File: src/rtl/fir_trig_discr_if.sv
// Event readout channel of fir_trig_discr: FIFO head plus valid/ready handshake.
interface fir_trig_discr_if #(
    parameter int CNT_BITS = 16
);
    logic                evt_valid;
    logic                evt_ready;
    logic [49:0]         evt_ts;
    logic [CNT_BITS-1:0] evt_tot;
    logic [17:0]         evt_bsum;
    logic [30:0]         evt_peak;
    logic [1:0]          evt_flags;

    modport master (
        output evt_valid, evt_ts, evt_tot, evt_bsum, evt_peak, evt_flags,
        input  evt_ready
    );
    modport slave (
        input  evt_valid, evt_ts, evt_tot, evt_bsum, evt_peak, evt_flags,
        output evt_ready
    );
endinterface

File: src/rtl/fir_trig_discr.sv
// TOT discriminator: turns 4-lane TOT words into timestamped events queued in a FIFO.
// Optional peak tracking of the filtered samples is enabled by FIR_TRIG_DISCR_PEAK_EN.

module fir_trig_discr_lane (
    input  logic tot,
    input  logic fvalid,
    input  logic prev_t,
    output logic t,
    output logic rise
);
    assign t    = tot & fvalid;
    assign rise = t & ~prev_t;
endmodule

module fir_trig_discr #(
    parameter int FIFO_DEPTH = 16,
    parameter int CNT_BITS   = 16
) (
    input  logic                clk,
    input  logic                reset_n,
    input  logic [3:0]          tot_in,
    input  logic                fvalid_in,
    input  logic [123:0]        fout_in,
    input  logic [17:0]         bsum_in,
    input  logic [47:0]         ltc_in,
    input  logic                enable,
    input  logic [CNT_BITS-1:0] holdoff,
    input  logic [CNT_BITS-1:0] max_tot,
    input  logic                drop_cnt_clr,
    fir_trig_discr_if.master    evt,
    output logic [CNT_BITS-1:0] drop_cnt
);
    localparam int NUM_LANES = 4;
    localparam int AW        = $clog2(FIFO_DEPTH);

    localparam logic [1:0] S_IDLE    = 2'd0;
    localparam logic [1:0] S_ARMED   = 2'd1;
    localparam logic [1:0] S_OVER    = 2'd2;
    localparam logic [1:0] S_HOLDOFF = 2'd3;

    typedef struct packed {
`ifdef FIR_TRIG_DISCR_PEAK_EN
        logic [30:0]         peak;
`endif
        logic [49:0]         ts;
        logic [CNT_BITS-1:0] tot;
        logic [17:0]         bsum;
        logic [1:0]          flags;
    } evt_t;

    logic [1:0]          state;
    logic                prev_t3;
    logic [CNT_BITS-1:0] len_q;
    logic [CNT_BITS-1:0] hold_cnt;
    logic                pend_vld;
    evt_t                pend;

    logic [NUM_LANES-1:0] t, rise, prev_vec;

    // Lane 0 compares against lane 3 of the previous word.
    assign prev_vec = {t[NUM_LANES-2:0], prev_t3};

    for (genvar i = 0; i < NUM_LANES; i++) begin : g_lane
        fir_trig_discr_lane u_lane (
            .tot    (tot_in[i]),
            .fvalid (fvalid_in),
            .prev_t (prev_vec[i]),
            .t      (t[i]),
            .rise   (rise[i])
        );
    end

    logic                 rise_any;
    logic [1:0]           rise_lane;
    logic [1:0]           start;
    logic [NUM_LANES-1:0] run;
    logic [2:0]           run_len;
    logic                 still;
    logic                 cont;
    logic [CNT_BITS-1:0]  base;
    logic [CNT_BITS:0]    sum_w;
    logic [CNT_BITS-1:0]  len_sat;
    logic                 trunc;
    logic                 active;
    logic                 ended;

    always_comb begin
        rise_any  = 1'b0;
        rise_lane = 2'd0;
        for (int i = NUM_LANES-1; i >= 0; i--) begin
            if (rise[i]) begin
                rise_any  = 1'b1;
                rise_lane = 2'(i);
            end
        end

        // Contiguous run of ones starting at the rise lane (ARMED) or lane 0 (OVER).
        start   = (state == S_OVER) ? 2'd0 : rise_lane;
        run     = '0;
        run_len = 3'd0;
        still   = 1'b1;
        for (int i = 0; i < NUM_LANES; i++) begin
            if (i >= int'(start)) begin
                if (still && t[i]) begin
                    run[i]  = 1'b1;
                    run_len = run_len + 3'd1;
                end else begin
                    still = 1'b0;
                end
            end
        end
        cont = run[NUM_LANES-1];

        base    = (state == S_OVER) ? len_q : '0;
        sum_w   = {1'b0, base} + {{(CNT_BITS-2){1'b0}}, run_len};
        len_sat = sum_w[CNT_BITS] ? '1 : sum_w[CNT_BITS-1:0];
        // Truncate once the length passes max_tot, or meets it while still high.
        trunc   = (max_tot != '0) &&
                  ((len_sat > max_tot) || ((len_sat == max_tot) && cont));
        active  = ((state == S_ARMED) && rise_any) || (state == S_OVER);
        ended   = active && (!cont || trunc);
    end

    logic [49:0] ts_q, ts_nx;
    logic [17:0] bsum_q, bsum_nx;

    assign ts_nx   = (state == S_ARMED) ? {ltc_in, rise_lane} : ts_q;
    assign bsum_nx = (state == S_ARMED) ? bsum_in : bsum_q;

`ifdef FIR_TRIG_DISCR_PEAK_EN
    localparam logic signed [30:0] PEAK_MIN = 31'sh4000_0000;

    logic        [NUM_LANES-1:0][30:0] fout_l;
    logic signed [30:0]                peak_q, peak_nx;

    assign fout_l = fout_in;

    always_comb begin
        peak_nx = (state == S_OVER) ? peak_q : PEAK_MIN;
        for (int i = 0; i < NUM_LANES; i++) begin
            if (run[i] && ($signed(fout_l[i]) > peak_nx))
                peak_nx = $signed(fout_l[i]);
        end
    end
`else
    logic unused_fout;
    assign unused_fout = ^fout_in;
`endif

    always_ff @(posedge clk or negedge reset_n) begin
        if (!reset_n) begin
            state    <= S_IDLE;
            prev_t3  <= 1'b0;
            len_q    <= '0;
            hold_cnt <= '0;
            ts_q     <= '0;
            bsum_q   <= '0;
            pend_vld <= 1'b0;
            pend     <= '0;
`ifdef FIR_TRIG_DISCR_PEAK_EN
            peak_q   <= '0;
`endif
        end else begin
            prev_t3  <= (state == S_IDLE) ? 1'b0 : t[NUM_LANES-1];
            pend_vld <= 1'b0;
            if (!enable) begin
                state <= S_IDLE;
            end else begin
                case (state)
                    S_IDLE: state <= S_ARMED;
                    S_ARMED, S_OVER: begin
                        if (active) begin
                            len_q  <= len_sat;
                            ts_q   <= ts_nx;
                            bsum_q <= bsum_nx;
`ifdef FIR_TRIG_DISCR_PEAK_EN
                            peak_q <= peak_nx;
`endif
                            if (ended) begin
                                state      <= S_HOLDOFF;
                                hold_cnt   <= (holdoff == '0) ? '0 : holdoff - 1'b1;
                                pend_vld   <= 1'b1;
                                pend.ts    <= ts_nx;
                                pend.tot   <= trunc ? max_tot : len_sat;
                                pend.bsum  <= bsum_nx;
                                pend.flags <= {(state == S_OVER) && !fvalid_in && !trunc, trunc};
`ifdef FIR_TRIG_DISCR_PEAK_EN
                                pend.peak  <= peak_nx;
`endif
                            end else begin
                                state <= S_OVER;
                            end
                        end
                    end
                    S_HOLDOFF: begin
                        if (hold_cnt == '0) state <= S_ARMED;
                        else                hold_cnt <= hold_cnt - 1'b1;
                    end
                    default: state <= S_IDLE;
                endcase
            end
        end
    end

    // Event FIFO; pointers carry one wrap bit to tell full from empty.
    evt_t        mem [FIFO_DEPTH];
    logic [AW:0] wr_ptr, rd_ptr;
    logic        empty, full, pop, push, drop;
    evt_t        head;

    assign empty = (wr_ptr == rd_ptr);
    assign full  = (wr_ptr[AW] != rd_ptr[AW]) && (wr_ptr[AW-1:0] == rd_ptr[AW-1:0]);
    assign pop   = !empty && evt.evt_ready;
    assign push  = pend_vld && (!full || pop);
    assign drop  = pend_vld && full && !pop;
    assign head  = mem[rd_ptr[AW-1:0]];

    always_ff @(posedge clk or negedge reset_n) begin
        if (!reset_n) begin
            wr_ptr   <= '0;
            rd_ptr   <= '0;
            drop_cnt <= '0;
            for (int i = 0; i < FIFO_DEPTH; i++) mem[i] <= '0;
        end else begin
            if (push) begin
                mem[wr_ptr[AW-1:0]] <= pend;
                wr_ptr              <= wr_ptr + 1'b1;
            end
            if (pop) rd_ptr <= rd_ptr + 1'b1;
            if (drop_cnt_clr)                 drop_cnt <= '0;
            else if (drop && drop_cnt != '1)  drop_cnt <= drop_cnt + 1'b1;
        end
    end

    assign evt.evt_valid = !empty;
    assign evt.evt_ts    = head.ts;
    assign evt.evt_tot   = head.tot;
    assign evt.evt_bsum  = head.bsum;
    assign evt.evt_flags = head.flags;
`ifdef FIR_TRIG_DISCR_PEAK_EN
    assign evt.evt_peak  = head.peak;
`else
    assign evt.evt_peak  = '0;
`endif
endmodule
File: src/flat_wrapper.sv
// flat-port wrapper written by rule: the top's interface ports become plain ports
module fir_trig_discr_flat 
#(
    parameter int FIFO_DEPTH = 16,
    parameter int CNT_BITS   = 16
)
  (clk, reset_n, tot_in, fvalid_in, fout_in, bsum_in, ltc_in, enable, holdoff, max_tot, drop_cnt_clr, drop_cnt, evt_evt_valid, evt_evt_ts, evt_evt_tot, evt_evt_bsum, evt_evt_peak, evt_evt_flags, evt_evt_ready);
  fir_trig_discr_if #(.CNT_BITS(CNT_BITS)) evt_i ();
  input  logic clk;
  input  logic reset_n;
  input  logic [3:0] tot_in;
  input  logic fvalid_in;
  input  logic [123:0] fout_in;
  input  logic [17:0] bsum_in;
  input  logic [47:0] ltc_in;
  input  logic enable;
  input  logic [CNT_BITS-1:0] holdoff;
  input  logic [CNT_BITS-1:0] max_tot;
  input  logic drop_cnt_clr;
  output logic [CNT_BITS-1:0] drop_cnt;
  output wire logic [$bits(evt_i.evt_valid)-1:0] evt_evt_valid;
  output wire logic [$bits(evt_i.evt_ts)-1:0] evt_evt_ts;
  output wire logic [$bits(evt_i.evt_tot)-1:0] evt_evt_tot;
  output wire logic [$bits(evt_i.evt_bsum)-1:0] evt_evt_bsum;
  output wire logic [$bits(evt_i.evt_peak)-1:0] evt_evt_peak;
  output wire logic [$bits(evt_i.evt_flags)-1:0] evt_evt_flags;
  input wire logic [$bits(evt_i.evt_ready)-1:0] evt_evt_ready;
  assign evt_evt_valid = evt_i.evt_valid;
  assign evt_evt_ts = evt_i.evt_ts;
  assign evt_evt_tot = evt_i.evt_tot;
  assign evt_evt_bsum = evt_i.evt_bsum;
  assign evt_evt_peak = evt_i.evt_peak;
  assign evt_evt_flags = evt_i.evt_flags;
  assign evt_i.evt_ready = evt_evt_ready;
  fir_trig_discr #(.FIFO_DEPTH(FIFO_DEPTH), .CNT_BITS(CNT_BITS)) u_core (.clk(clk), .reset_n(reset_n), .tot_in(tot_in), .fvalid_in(fvalid_in), .fout_in(fout_in), .bsum_in(bsum_in), .ltc_in(ltc_in), .enable(enable), .holdoff(holdoff), .max_tot(max_tot), .drop_cnt_clr(drop_cnt_clr), .evt(evt_i), .drop_cnt(drop_cnt));
endmodule
File: config.mk
export PLATFORM = sky130hd
export DESIGN_NAME = fir_trig_discr_flat
export DESIGN_NICKNAME = d
export VERILOG_FILES = /design/src/rtl/fir_trig_discr_if.sv /design/src/rtl/fir_trig_discr.sv /design/src/flat_wrapper.sv
export SDC_FILE = /design/constraint.sdc
export NUM_CORES = 2
export LEC_CHECK = 0
export CAP_MARGIN = 40
export CORE_MARGIN = 3
export CORE_UTILIZATION = 45
export DETAILED_ROUTE_END_ITERATION = 8
export PLACE_DENSITY_LB_ADDON = 0.2
export SLEW_MARGIN = 5
export SYNTH_ARGS = -nofsm -noshare
export SYNTH_HDL_FRONTEND = slang
export SYNTH_SLANG_ARGS = --single-unit
File: constraint.sdc
create_clock -name clk -period 7.95 [get_ports clk]
set_input_delay 0.795 -clock clk [delete_from_list [all_inputs] [get_ports clk]]
set_output_delay 0.795 -clock clk [all_outputs]
set_load 0.05 [all_outputs]
# Word level (Yosys, flattened, before mapping)
# Index checks and enable logic that the tools add are counted.
# totals
regBits	1592
input_bits	232
# classes
add_sub_neg	9
order_cmp	7
n_eq_ne	13
mux	51
n_bitwise	14
n_reduce_logical	37
# ops
cell	count
bitwise mux 1376 bit	1
binary-select mux 86 bit (select 4 bit)	1
demux 86 bit (select 4 bit)	1
2-to-1 mux 86 bit	3
2-to-1 mux 16 bit	9
2-to-1 mux 50 bit	1
logical NOT 16 bit	2
one-hot mux 16 bit (2 select lines)	1
subtractor 16 x 1 -> 16 bit (second input constant)	2
2-to-1 mux 1 bit	18
2-to-1 mux 18 bit	1
2-to-1 mux 3 bit	6
adder 16 x 3 -> 17 bit	1
adder 16 x 1 -> 16 bit (second input constant)	1
equality test 16 bit	1
> comparator 16 bit	1
logical AND 1 bit	16
2-to-1 mux 2 bit	8
inequality test 16 bit (second input constant)	1
nonzero test 16 bit	1
adder 5 x 1 -> 5 bit (second input constant)	2
greater-or-equal comparator 5 bit (second input constant)	2
NOT 4 -> 5 bit	2
adder 3 x 1 -> 3 bit (second input constant)	3
23 further kinds	46

# Depth between registers and ports, before layout
# depth
ltp_word	30
mapped_depth	29
mapped_depth_nobuf	25

# Cells and area by module
# From an unflattened synthesis, not the netlist that was laid out.
# hier_totals
cells_unflattened	4584
area_unflattened_um2	73042.6
# by_module_without_submodules
module	instances	cells_per_inst	area_per_inst_um2	seq_area_each_um2
fir_trig_discr	1	4576	72982.5	39838.2
fir_trig_discr_lane	4	2	15.0	0.0

# Least setup slack after synthesis
# Ideal clock, no wire load.
# synth_timing
path_type	input-to-reg
start	in tot_in[3]
end	reg u_core.pend[36] (netlist bit)
setup_time_ns	0.125
arrival_time_ns	6.221
t_required_ns	7.825
path_slack_ns	1.604
stages	25
n_path_buf	1
path_cell_list	or2_2 -> o2111ai_1 -> o21ai_0 -> a21oi_1 -> ha_1 -> and2_1 -> ha_1 -> mux2_2 -> ha_1 -> mux2_2 -> ha_1 -> a21o_1 -> a21oi_1 -> or3_1 -> a21oi_1 -> or2_2 -> ha_1 -> nand2_1 -> nor4_1 -> a32oi_1 -> a211oi_1 -> nor2_1 -> buf_4 -> inv_1 -> mux2_2
# synth_between
elab_chain_len	26
# synth_lines
item	line_no	source
start: declaration	flat_wrapper.sv:11	input logic [3:0] tot_in;
AND 1 bit (*)	fir_trig_discr.sv:11	assign t = tot & fvalid;
AND 1 bit	fir_trig_discr.sv:12	assign rise = t & ~prev_t;
2-to-1 mux 2 bit (4 in a row)	fir_trig_discr.sv:91	if (rise[i]) begin
2-to-1 mux 2 bit	fir_trig_discr.sv:98	start = (state == S_OVER) ? 2'd0 : rise_lane;
greater-or-equal comparator 1 x 2 -> 1 bit	fir_trig_discr.sv:103	if (i >= int'(start)) begin
2-to-1 mux 3 bit or 2-to-1 mux 1 bit (tied branches)	fir_trig_discr.sv:103	
adder 3 x 1 -> 3 bit or logical AND 1 bit (tied branches)	fir_trig_discr.sv:106, fir_trig_discr.sv:104	
2-to-1 mux 3 bit or 2-to-1 mux 1 bit (tied branches)	fir_trig_discr.sv:104	if (still && t[i]) begin
[... 7 more ...]	n/a	
2-to-1 mux 16 bit (*)	fir_trig_discr.sv:116	len_sat = sum_w[CNT_BITS] ? '1 : sum_w[CNT_BITS-1:0];
named net u_core.len_sat[7]	fir_trig_discr.sv:82	logic [CNT_BITS-1:0] len_sat;
branches (longest 2 deep; another with > comparator 16 bit)	n/a	
logical OR 1 bit (*)	fir_trig_discr.sv:119	((len_sat > max_tot) || ((len_sat == max_tot) && cont));
logical AND 1 bit (*)	fir_trig_discr.sv:118	trunc = (max_tot != '0) &&
logical OR 1 bit (*)	fir_trig_discr.sv:121	ended = active && (!cont || trunc);
logical AND 1 bit (*)	fir_trig_discr.sv:121	
AND reduction 4 bit (no source line) (*)	n/a	
end: declaration	fir_trig_discr.sv:56	evt_t pend;
# Mark *: on every way through the listed nets, which the timed path passes.
# A chain may end at the register's enable or synchronous reset.

# Worst setup path in the final report
# layout_timing
start	in tot_in[3]
end	reg u_core.pend[62] (netlist bit)
# Same word-level chain as after synthesis.

==> flow_summary.json <==
{
  "cts_setup_buffers": 0,
  "cts_buffers": 172,
  "crit_path_end_kind": "register",
  "die_h_um": 409,
  "finalInstanceArea_um2": 82800,
  "synthesis.area_um2": 72900,
  "r2r_start": "u_core.state[0]",
  "grt_max_degree": 173,
  "grt_overflow": 0,
  "synth_common_cells": "dfrtp_1, mux2_2, mux4_2",
  "drv_cap": 0,
  "final_core_util_pct": 51.5,
  "hold_buffers": 1,
  "synthTopCellsByArea": "dfrtp_1, mux2_2, mux4_2, clkbuf_1, mux2i_1",
  "worstPathRequired_ns": 8.61,
  "drv_slew": 0,
  "setup_viol": 0,
  "clock_latency_ns": 0.81,
  "ys_warn_count": 0,
  "yosysTopAreaCell": "dfrtp_1",
  "synthCells": 4658,
  "track_usage_pct": 22.0,
  "num_io_pins": 366,
  "final_nets": 5002,
  "place_congestion": 0.804,
  "die_area_um2": 167000,
  "finalCritPeriodShare_pct": 86.6,
  "rsz0062_at_grt": "false",
  "tightest_slew_ns": 1.04,
  "worst_slack_ns": 1.06,
  "drt_iter0_markers": 2684,
  "first_pass_iters": 5,
  "antenna_found_initial": 4,
  "fill_cells": 13400,
  "drcViolationCount": 0,
  "io_buffer_count": 210,
  "first_global_vias": 43400,
  "avgSynthCellArea_um2": 15.7,
  "fin_crit_ns": 6.89,
  "seq_area_frac_synth_pct": 54.6,
  "routed-via-count": 40900,
  "placed_area_um2": 77200,
  "area.growth.synth_to_final_pct": 13.6,
  "ys_ff_latch": 1592,
  "worst-path-max-fanout": 26,
  "path_clk_slew_ns": 0.06,
  "finalNonFillerCells": 7029,
  "min_path_type": "register to register",
  "p_leak_nw": 39.7,
  "total_power_mw": 22.3,
  "pre_cts_ws_ns": 0.329,
  "start_kind": "input pin",
  "timing.hold.ws_ns": 0.488,
  "routed_via_density": 5.82,
  "irDropWorstVdd_mv": 0.364,
  "ant_nets": 0,
  "cts_tree": "yes",
  "drive_gt1_share_pct": 47.2,
  "maxSlewHeadroom_pct": 30.7,
  "dpl.hpwl_mm": 100,
  "die_x_um": 409,
  "cts-htree-levels": 4,
  "ys_async_sr_fraction_pct": 100,
  "synth_top_cell_area_share_pct": 54.6,
  "synth-edff-count": 0,
  "fin_skew_ns": 0.0435,
  "synth.most_common_cell": "dfrtp_1",
  "final.setup.tns_ns": 0,
  "dp_cells": 6720,
  "hold_start": "u_core.wr_ptr[4]",
  "worstSetupPathType": "input pin to register",
  "powerDensity_nw_per_um2": 269,
  "core_um2": 161000,
  "ys_types": 78,
  "cts-resized-gates": 0,
  "start_util_pct": 45.4,
  "grt_pass1_wl_mm": 281,
  "wire_per_inst_um": 25.8,
  "finalHoldViolations": 0,
  "cts_buffer_depth": 3,
  "status": "complete, no violations",
  "fmax_mhz": 145,
  "drt_wl_total_mm": 181,
  "crit_path_start": "tot_in[3]",
  "ys.flop_type": "dfrtp_1",
  "cts_sinks": 1592,
  "root_buffer": "clkbuf_16",
  "rows": 147,
  "cp.arrival_ns": 7.54
}
==> sequential cells by signal (all words and copies together) (netlist names) <==
signal,cells
u_core.pend_vld,1
u_core.wr_ptr,5
u_core.drop_cnt,16
u_core.hold_cnt,16
u_core.rd_ptr,5
u_core.bsum_q,18
u_core.pend,86
u_core.prev_t3,1
u_core.mem,1376
u_core.len_q,16
u_core.state,2
u_core.ts_q,50
==> layout by cell type (no fill, tap or decap), types with 9 or more instances in the layout <==
| cell | instances |
|---|---|
| clkinv_2 | 27 |
| o21ai_0 | 89 |
| nand2_1 | 52 |
| clkbuf_1 | 46 |
| mux4_2 | 430 |
| buf_4 | 62 |
| mux2i_1 | 69 |
| ha_1 | 33 |
| clkbuf_8 | 40 |
| buf_12 | 25 |
| o211ai_1 | 11 |
| clkbuf_16 | 173 |
| clkdlybuf4s50_1 | 209 |
| nand3_1 | 97 |
| nand2_4 | 12 |
| buf_16 | 9 |
| nand4_1 | 17 |
| conb_1 | 31 |
| nor3_1 | 29 |
| xnor2_1 | 35 |
| mux2_2 | 1464 |
| dfrtp_1 | 1588 |
| nor2_1 | 31 |
| xor2_1 | 12 |
| nand2b_1 | 12 |
| nor4_1 | 14 |
| o31ai_1 | 20 |
| o22ai_1 | 9 |
| inv_1 | 34 |
| a21oi_1 | 23 |
| or3_1 | 9 |
==> path summary, 6_finish.rpt <==
path / depth (start not counted) / endpoint / slack (ns)
min: 1 / u_core.wr_ptr[4] / 0.49
max reg2reg: 24 / u_core.pend[62] / 1.27
min in group asynchronous: 2 / u_core.ts_q[34] / 0.59
min reg2reg: 1 / u_core.wr_ptr[4] / 0.49
max: 25 / u_core.pend[62] / 1.06
max in group asynchronous: 4 / u_core.hold_cnt[4] / 5.21
==> layout make-up <==
class	count	area, µm²	area share, %
well taps	2160	2700	3.26
clock inverters	48	553	0.668
clock buffers	259	5050	6.10
diodes	1	2.50	0.00302
multi-input cells	2624	31200	37.6
flip-flops and latches	1592	39900	48.1
repair buffers	310	3360	4.06
inverters	35	131	0.159
==> critical path, cell delays in order <==
cell and delay, ns:
clkdlybuf4s50_1 0.50, or2_2 0.34, o2111ai_1 0.17, o21ai_0 0.14
a21oi_1 0.17, ha_1 0.24, and2_1 0.17, ha_1 0.27
mux2_2 0.29, ha_1 0.31, mux2_2 0.27, ha_1 0.27
a21o_1 0.19, a21oi_1 0.59, nor2_1 0.11, a311oi_1 0.41
ha_1 0.22, nand4_1 0.17, nor4_1 0.39, a32oi_1 0.24
buf_4 0.21, a211o_4 0.52, buf_12 0.28, nand3_1 0.10
o21ai_0 0.09
==> layer usage <==
layer | part of all wire [%] | track usage [%] | wire length [µm]
met4 | 1.9 | 5.06 | 3520
met1 | 46 | 31.0 | 82900
met5 | 0.0072 | 0 | 13
met2 | 49 | 36.3 | 88400
met3 | 3.5 | 3.19 | 6310
==> power breakdown <==
| group | internal, mW | switching, mW |
|---|---|---|
| registers | 8.86 | 1.33 |
| clock network | 4.54 | 3.37 |
| logic | 1.98 | 2.18 |
| total | 15.4 | 6.87 |
==> logic make-up (layout without fill, tap and decap cells) <==
family	Yosys count	after routing	share of synthesized area, %
DFF	1592	1592	54.6
buffers and inverters	472	652	3.01
adders and majority gates	35	35	0.611
and+or+nand+nor	327	327	2.37
muxes	1964	1964	36.8
AOI/OAI and AO/OA	220	220	1.98
other	1	32	0.00514
xor gates and xnor gates	47	47	0.564
Power figures use the tool's default switching activity.
